## src/rtl/dma_ctrl_pkg.sv

```systemverilog
// Shared definitions for the page-copy DMA controller.
// Holds the controller state encoding and the default register/port
// addresses, which the system address decoder also uses.
package dma_ctrl_pkg;

    typedef enum logic [2:0] {
        ST_IDLE  = 3'd0,
        ST_START = 3'd1,
        ST_ALIGN = 3'd2,
        ST_READ  = 3'd3,
        ST_WRITE = 3'd4
    } dma_state_t;

    localparam logic [15:0] DEF_DMA_REG_ADDR  = 16'h4014;
    localparam logic [15:0] DEF_DST_PORT_ADDR = 16'h2004;

endpackage

```

## src/rtl/dma_ctrl.sv

```systemverilog
// Page-copy DMA controller and bus arbiter for the 6502 core.
// Passes the core bus through in IDLE; a core write to DMA_REG_ADDR freezes
// the core and copies XFER_LEN bytes from page {page,00} to DST_PORT_ADDR.
// Optional macro: DMA_ALIGN_EN inserts an ALIGN cycle so the first READ
// always lands on an even (parity==0) cycle.
// Ports:
//   clk, reset                 clock, synchronous active-high reset
//   cpu_address/wr_data/wr_enable  core bus request
//   cpu_ce                     core clock enable (0 = core frozen)
//   mem_rd_data                memory read data (valid cycle after address)
//   mem_address/wr_data/wr_enable  arbitrated memory bus
//   dma_busy                   transfer in progress
module dma_ctrl
    import dma_ctrl_pkg::*;
#(
    parameter logic [15:0] DMA_REG_ADDR  = DEF_DMA_REG_ADDR,
    parameter logic [15:0] DST_PORT_ADDR = DEF_DST_PORT_ADDR,
    parameter int unsigned XFER_LEN      = 256
) (
    input  logic        clk,
    input  logic        reset,
    input  logic [15:0] cpu_address,
    input  logic [7:0]  cpu_wr_data,
    input  logic        cpu_wr_enable,
    output logic        cpu_ce,
    input  logic [7:0]  mem_rd_data,
    output logic [15:0] mem_address,
    output logic [7:0]  mem_wr_data,
    output logic        mem_wr_enable,
    output logic        dma_busy
);

    localparam logic [7:0] LAST_IDX = 8'(XFER_LEN - 1);

    dma_state_t state;
    logic [7:0] page;
    logic [7:0] idx;

`ifdef DMA_ALIGN_EN
    logic parity;

    // Free-running cycle parity used to align the first READ.
    always_ff @(posedge clk) begin
        if (reset) parity <= 1'b0;
        else       parity <= ~parity;
    end
`endif

    // Controller state, source page and byte index.
    always_ff @(posedge clk) begin
        if (reset) begin
            state <= ST_IDLE;
            page  <= 8'd0;
            idx   <= 8'd0;
        end else begin
            case (state)
                ST_IDLE: begin
                    if (cpu_wr_enable && (cpu_address == DMA_REG_ADDR)) begin
                        page  <= cpu_wr_data;
                        idx   <= 8'd0;
                        state <= ST_START;
                    end
                end
                ST_START: begin
`ifdef DMA_ALIGN_EN
                    state <= parity ? ST_READ : ST_ALIGN;
`else
                    state <= ST_READ;
`endif
                end
                ST_ALIGN: state <= ST_READ;
                ST_READ:  state <= ST_WRITE;
                ST_WRITE: begin
                    if (idx == LAST_IDX) begin
                        state <= ST_IDLE;
                    end else begin
                        idx   <= idx + 8'd1;
                        state <= ST_READ;
                    end
                end
                default: state <= ST_IDLE;
            endcase
        end
    end

    // Bus arbitration decode; idx never carries into page.
    always_comb begin
        cpu_ce        = 1'b0;
        dma_busy      = 1'b1;
        mem_address   = cpu_address;
        mem_wr_data   = cpu_wr_data;
        mem_wr_enable = 1'b0;
        case (state)
            ST_IDLE: begin
                cpu_ce        = 1'b1;
                dma_busy      = 1'b0;
                mem_wr_enable = cpu_wr_enable;
            end
            ST_READ: begin
                mem_address = {page, idx};
            end
            ST_WRITE: begin
                mem_address   = DST_PORT_ADDR;
                mem_wr_data   = mem_rd_data;
                mem_wr_enable = 1'b1;
            end
            default: ;
        endcase
    end

endmodule

```

## config.mk

```make
export PLATFORM = sky130hd
export DESIGN_NAME = dma_ctrl
export DESIGN_NICKNAME = d
export VERILOG_FILES = /design/src/rtl/dma_ctrl_pkg.sv /design/src/rtl/dma_ctrl.sv
export SDC_FILE = /design/constraint.sdc
export NUM_CORES = 1
export LEC_CHECK = 0
export ABC_AREA = 1
export CAP_MARGIN = 20
export CORE_MARGIN = 2
export CORE_UTILIZATION = 43
export CTS_CLUSTER_SIZE = 24
export DETAILED_ROUTE_END_ITERATION = 8
export PLACE_DENSITY_LB_ADDON = 0.25
export SYNTH_ARGS = -nofsm -noshare
export SYNTH_HDL_FRONTEND = slang
export SYNTH_SLANG_ARGS = --single-unit
```

## constraint.sdc

```tcl
create_clock -name clk -period 2.9 [get_ports clk]
set_input_delay 0.58 -clock clk [delete_from_list [all_inputs] [get_ports clk]]
set_output_delay 0.58 -clock clk [all_outputs]
set_load 0.1 [all_outputs]
```

# Word level (Yosys, flattened, before mapping)
# Index checks and enable logic that the tools add are counted.
dict set report totals {
  register_bits 19
  out_inout_bits 27
  input_bits 35
}
dict set report op_classes {
  mux 11
  n_addsub 1
  n_reduce_logical 6
  n_eq_ne 8
}
# op count
set op_table {}
lappend op_table {{one-hot mux 16 bit (2 select lines)} 1}
lappend op_table {{two-way mux 8 bit} 3}
lappend op_table {{== test 16 x 15 -> 1 bit (second input constant)} 1}
lappend op_table {{one-hot mux 8 bit (2 select lines)} 1}
lappend op_table {{one-hot mux 3 bit (4 select lines)} 1}
lappend op_table {{adder 8 x 1 -> 8 bit (second input constant)} 1}
lappend op_table {{== test 8 bit (second input constant)} 1}
lappend op_table {{== test 3 x 2 -> 1 bit (second input constant)} 2}
lappend op_table {{!= test 2 bit (second input constant)} 2}
lappend op_table {{== test 3 x 1 -> 1 bit (second input constant)} 1}
lappend op_table {{== test 3 bit (second input constant)} 1}
lappend op_table {{zero test 3 bit} 1}
lappend op_table {{two-way mux 3 bit} 1}
lappend op_table {{AND reduction 3 bit} 1}
lappend op_table {{two-way mux 1 bit} 2}
lappend op_table {{two-way mux 2 bit} 1}
lappend op_table {{one-hot mux 1 bit (2 select lines)} 1}
lappend op_table {{AND reduction 2 bit} 1}
lappend op_table {{nonzero test 2 bit} 1}
lappend op_table {{OR reduction 2 bit} 1}
lappend op_table {{logical AND 1 bit} 1}

# Logic depth before layout (Yosys ltp)
dict set report logic_depth {
  depth_word 4
  mapped_depth 9
  ltp_nobuf 9
}

# Least setup slack after synthesis
# No wires, ideal clock.
dict set report synth_path {
  path_type {reg-to-output}
  startpoint {reg state[2]}
  endpoint {out mem_address[11]}
  path_stages_with_launch 5
  path_slack_ps -719
  t_required_ps 2320
  arrival_time_ps 3039
  n_path_buf 1
  path_cell_list {dfxtp_1 nor3_2 inv_1 buf_2 o21ai_0}
}
dict set report synth_via {
  elab_chain_len 2
  word_cells_on_any_way 3
  classes_between {2 x eq/ne; 1 x mux}
}
# item line
set synth_lines {}
lappend synth_lines {{from (decl)} dma_ctrl.sv:35} ;# dma_state_t state;
lappend synth_lines {{from (signal assigned)} dma_ctrl.sv:52} ;# state <= ST_IDLE;
lappend synth_lines {{from (signal assigned)} dma_ctrl.sv:61} ;# state <= ST_START;
lappend synth_lines {{from (signal assigned)} dma_ctrl.sv:68} ;# state <= ST_READ;
lappend synth_lines {{== test 3 bit or == test 3 x 2 -> 1 bit (tied branches)} dma_ctrl.sv:93} ;# case (state)
lappend synth_lines {{one-hot mux 16 bit (2 select lines) (*)} dma_ctrl.sv:93}
lappend synth_lines {{to (decl)} dma_ctrl.sv:27} ;# output logic [15:0] mem_address,
# Every way passes the cells marked *; elsewhere a longest branch is shown, timed or not.

# Worst setup path after layout
dict set report layout_path {
  startpoint {reg state[2]}
  endpoint {out mem_address[5]}
}
# Same word-level chain as after synthesis.

==> impl_metrics.env <==
export IMPL_p_int_mw=0.483
export IMPL_status="finished, final reports clean"
export IMPL_post_cts_setup_buffers=0
export IMPL_postLayoutCoreUtil_pct=78.0
export IMPL_n_fill_cell=201
export IMPL_dieWidth_um=58.4
export IMPL_cp_slowest_stage_delay_ns=0.44
export IMPL_synth_cell_types=26
export IMPL_final_area_sq_mm=0.00217
export IMPL_clk_pin_slew_ns=0.11
export IMPL_synth_top_area_cell="dfxtp_1"
export IMPL_grtUsageMet3_pct=4.18
export IMPL_dieArea_sq_mm=0.00341
export IMPL_finalClockSkew_ns=0.00299
export IMPL_fmax_ghz=0.382
export IMPL_cp_arrival_ns=2.04
export IMPL_comb_power_share_pct=55.2
export IMPL_path_buf_inv=2
export IMPL_async_reset_ff_share_pct=0
export IMPL_syn_area_per_cell_sq_um=5.97
export IMPL_first_global_vias=1454
export IMPL_ant_nets=0
export IMPL_antenna_found_initial=0
export IMPL_cp_end_kind="output pin"
export IMPL_post_place_cells=299
export IMPL_hpwl_um=3090
export IMPL_n_antenna_cell=0
export IMPL_start_util_pct=45.7
export IMPL_insertion_delay_ns=0.29
export IMPL_setup_tns_ns=0
export IMPL_dominantRegCellSynth="dfxtp_1"
export IMPL_fin_crit_ns=2.62
export IMPL_cts_hold_buf=0
export IMPL_finalCritPeriodShare_pct=90.2
export IMPL_rsz0062_at_grt="false"
export IMPL_clockRootBuffer="clkbuf_4"
export IMPL_synth_top_area_share_pct=29.9
export IMPL_critPathRequiredTime_ns=2.32
export IMPL_top_usage_layer="met2"
export IMPL_r2r_slack_ns=1.01
export IMPL_cts_buffers=3
export IMPL_peakVddDrop_mv=0.451
export IMPL_sw_frac_of_total_pct=46.0
export IMPL_place_gp_congestion=0.867
export IMPL_routedWlPerCell_um=13.1
export IMPL_r2r_start="idx[0]$_SDFFE_PP0P_"
export IMPL_area_delta_synth_final_pct=70.6
export IMPL_gr_total_overflow=0
export IMPL_worst_pin_slew_ns=0.469
export IMPL_groute_usage_overall_pct=24.8
export IMPL_netlist_area_sq_mm=0.00127
export IMPL_hp_start="idx[7]$_SDFFE_PP0P_"
export IMPL_drt_iter0_drc=94
export IMPL_power_frac_seq_pct=30.0
export IMPL_synth_area_top_cells="dfxtp_1, nand2_1, nor2_1, inv_1, nand3_1"
export IMPL_critPathSlowestCell="o21ai_0"
export IMPL_maxSlewViolCount=0
export IMPL_path_class="flop to output pin"
export IMPL_ys_seq_area_share_pct=29.9
export IMPL_synth_cells=213
export IMPL_synth_seq_cells=19
export IMPL_slew_headroom_pct=68.7
export IMPL_critPathMaxFanout=15
export IMPL_cp_start_kind="flop"
export IMPL_hold_depth=2
export IMPL_worstPathCellList="nor3_2 > inv_1 > o21ai_0 > buf_12"
export IMPL_drive_above_1_share_pct=16.9
export IMPL_cts_tree="yes"
export IMPL_maxCapViolations=0
export IMPL_cts_buffer_depth=2
export IMPL_p_sw_mw=0.411
export IMPL_htree_levels=1
export IMPL_drt_pass1_iter_count=4
export IMPL_powerDensity_mw_per_mm2=412
export IMPL_r2r_end="idx[7]$_SDFFE_PP0P_"
export IMPL_min_to="idx[7]$_SDFFE_PP0P_"
export IMPL_crit_family="buffers and inverters"
export IMPL_clock_sinks=19
export IMPL_hold_ws_ns=0.514
export IMPL_mappedNetlistNets=249
export IMPL_finalNonFillerCells=303
export IMPL_vias_per_cell=5.21
export IMPL_rows=19
export IMPL_portBuffers=61
export IMPL_die_h_um=58.4
export IMPL_hold_class="flop to flop"
export IMPL_vias=1579
export IMPL_power_leakage_nw=1.02
export IMPL_hold_violations=0
export IMPL_io_pins=62
export IMPL_grt_pass1_wl_um=6630
export IMPL_grt_max_degree=26
export IMPL_reg2reg_depth=9
export IMPL_synth_edff_count=0
export IMPL_drc_errors=0
export IMPL_met1_usage_pct=33.1
export IMPL_met2_usage_pct=40.6
export IMPL_placed_area_sq_mm=0.00214
export IMPL_layout_nets=309
export IMPL_core_area_sq_mm=0.00278
export IMPL_yosys_warnings=0
export IMPL_drt_total_wl_um=3970
export IMPL_clockPowerShare_pct=14.8
export IMPL_setup_viol=0
-- synth_stat cells, types with 2 or more instances --
cell type,count
inv_2,2
o21ai_0,13
nor3b_1,4
nor2_2,2
nand3_2,2
buf_2,5
dfxtp_1,19
a21oi_1,9
nor2_1,29
nor3b_2,2
inv_1,25
nand2_1,69
clkbuf_1,2
o22ai_1,2
nand3_1,17
-- per-layer routing --
| layer | up-vias | part of all wire, % |
|---|---|---|
| li1 | 790 | - |
| met1 | 701 | 42 |
| met2 | 77 | 47 |
| met3 | 11 | 9.3 |
| met4 | 0 | 1.5 |
| met5 | - | 0 |
-- placed cells by master, fill, tap and decap left out, drive strengths merged --
cell type	instances
nand2	70
clkdlybuf4s50	34
nor2	32
buf	29
inv	27
dfxtp	19
nand3	19
o21ai	15
a21oi	9
nor3b	6
clkbuf	3
o22ai	2
nor3	1
a22oi	1
xor2	1
or2	1
a21boi	1
ha	1
clkinv	1
-- cell type report --
cell class | instances | area (sq um) | area share, %
tap | 31 | 38.8 | 1.79
clock inverter | 1 | 5.00 | 0.231
timing repair buffer | 63 | 871 | 40.1
clock buffer | 3 | 22.5 | 1.04
multi-input combinational | 159 | 752 | 34.6
sequential | 19 | 380 | 17.5
inverter | 27 | 101 | 4.67
-- worst max path at each step --
stage                                from                   to  slack [ns]  cells after the start
floorplan           state[2]$_SDFFE_PP0P_      mem_address[11]       -0.72                      4
global placement          cpu_address[15]  idx[7]$_SDFFE_PP0P_        0.58                      9
detailed placement         cpu_address[2]  idx[7]$_SDFFE_PP0P_        0.53                      8
CTS                 state[1]$_SDFFE_PP0P_       mem_address[1]        0.26                      7
global route        state[2]$_SDFFE_PP0P_       mem_address[5]        0.12                      4
finish              state[2]$_SDFFE_PP0P_       mem_address[5]        0.28                      4
-- registers in the layout, summed over array words and instances, names as in the netlist --
name,flops
idx,8
page,8
state,3
-- power by group through the flow --
stage	logic (mW)	registers (mW)	clock network, mW
after floorplan	0.296	0.273	0
after global placement	0.491	0.274	0
after detailed placement	0.494	0.274	0
after CTS	0.495	0.268	0.134
after global routing	0.512	0.269	0.150
final	0.494	0.268	0.132
-- kinds of logic (layout without fill, tap and decap cells) --
kind of cell | after synthesis | in the layout | share of synthesized area [%]
buffers and inverters | 35 | 94 | 11.4
DFF | 19 | 19 | 29.9
xor gates and xnor gates | 1 | 1 | 0.688
AOI/OAI and AO/OA | 28 | 28 | 11.9
and+or+nand+nor | 129 | 129 | 45.1
adders and majority gates | 1 | 1 | 0.983
-- worst reg2reg max path: stages (launching register included) --
cell     delay, ns
dfxtp_1       0.44
ha_1          0.22
nand2_2       0.09
nor2_2        0.15
nand2_1       0.09
o21ai_2       0.39
nand2_1       0.23
nand2_1       0.11
nand2_1       0.05
nor2_1        0.07
-- metrics by stage --
stage	total power [mW]	setup slack, ns
floorplan	0.570	-0.719
global placement	0.765	0.575
detailed placement	0.768	0.526
CTS	0.896	0.261
global route	0.931	0.119
finish	0.894	0.283
-- what timing repair did --
action	in CTS	in global routing
resized for setup	0	1
hold endpoints to repair	0	0
setup endpoints to repair	0	1
Note: power is estimated with default switching activity, not from simulation.
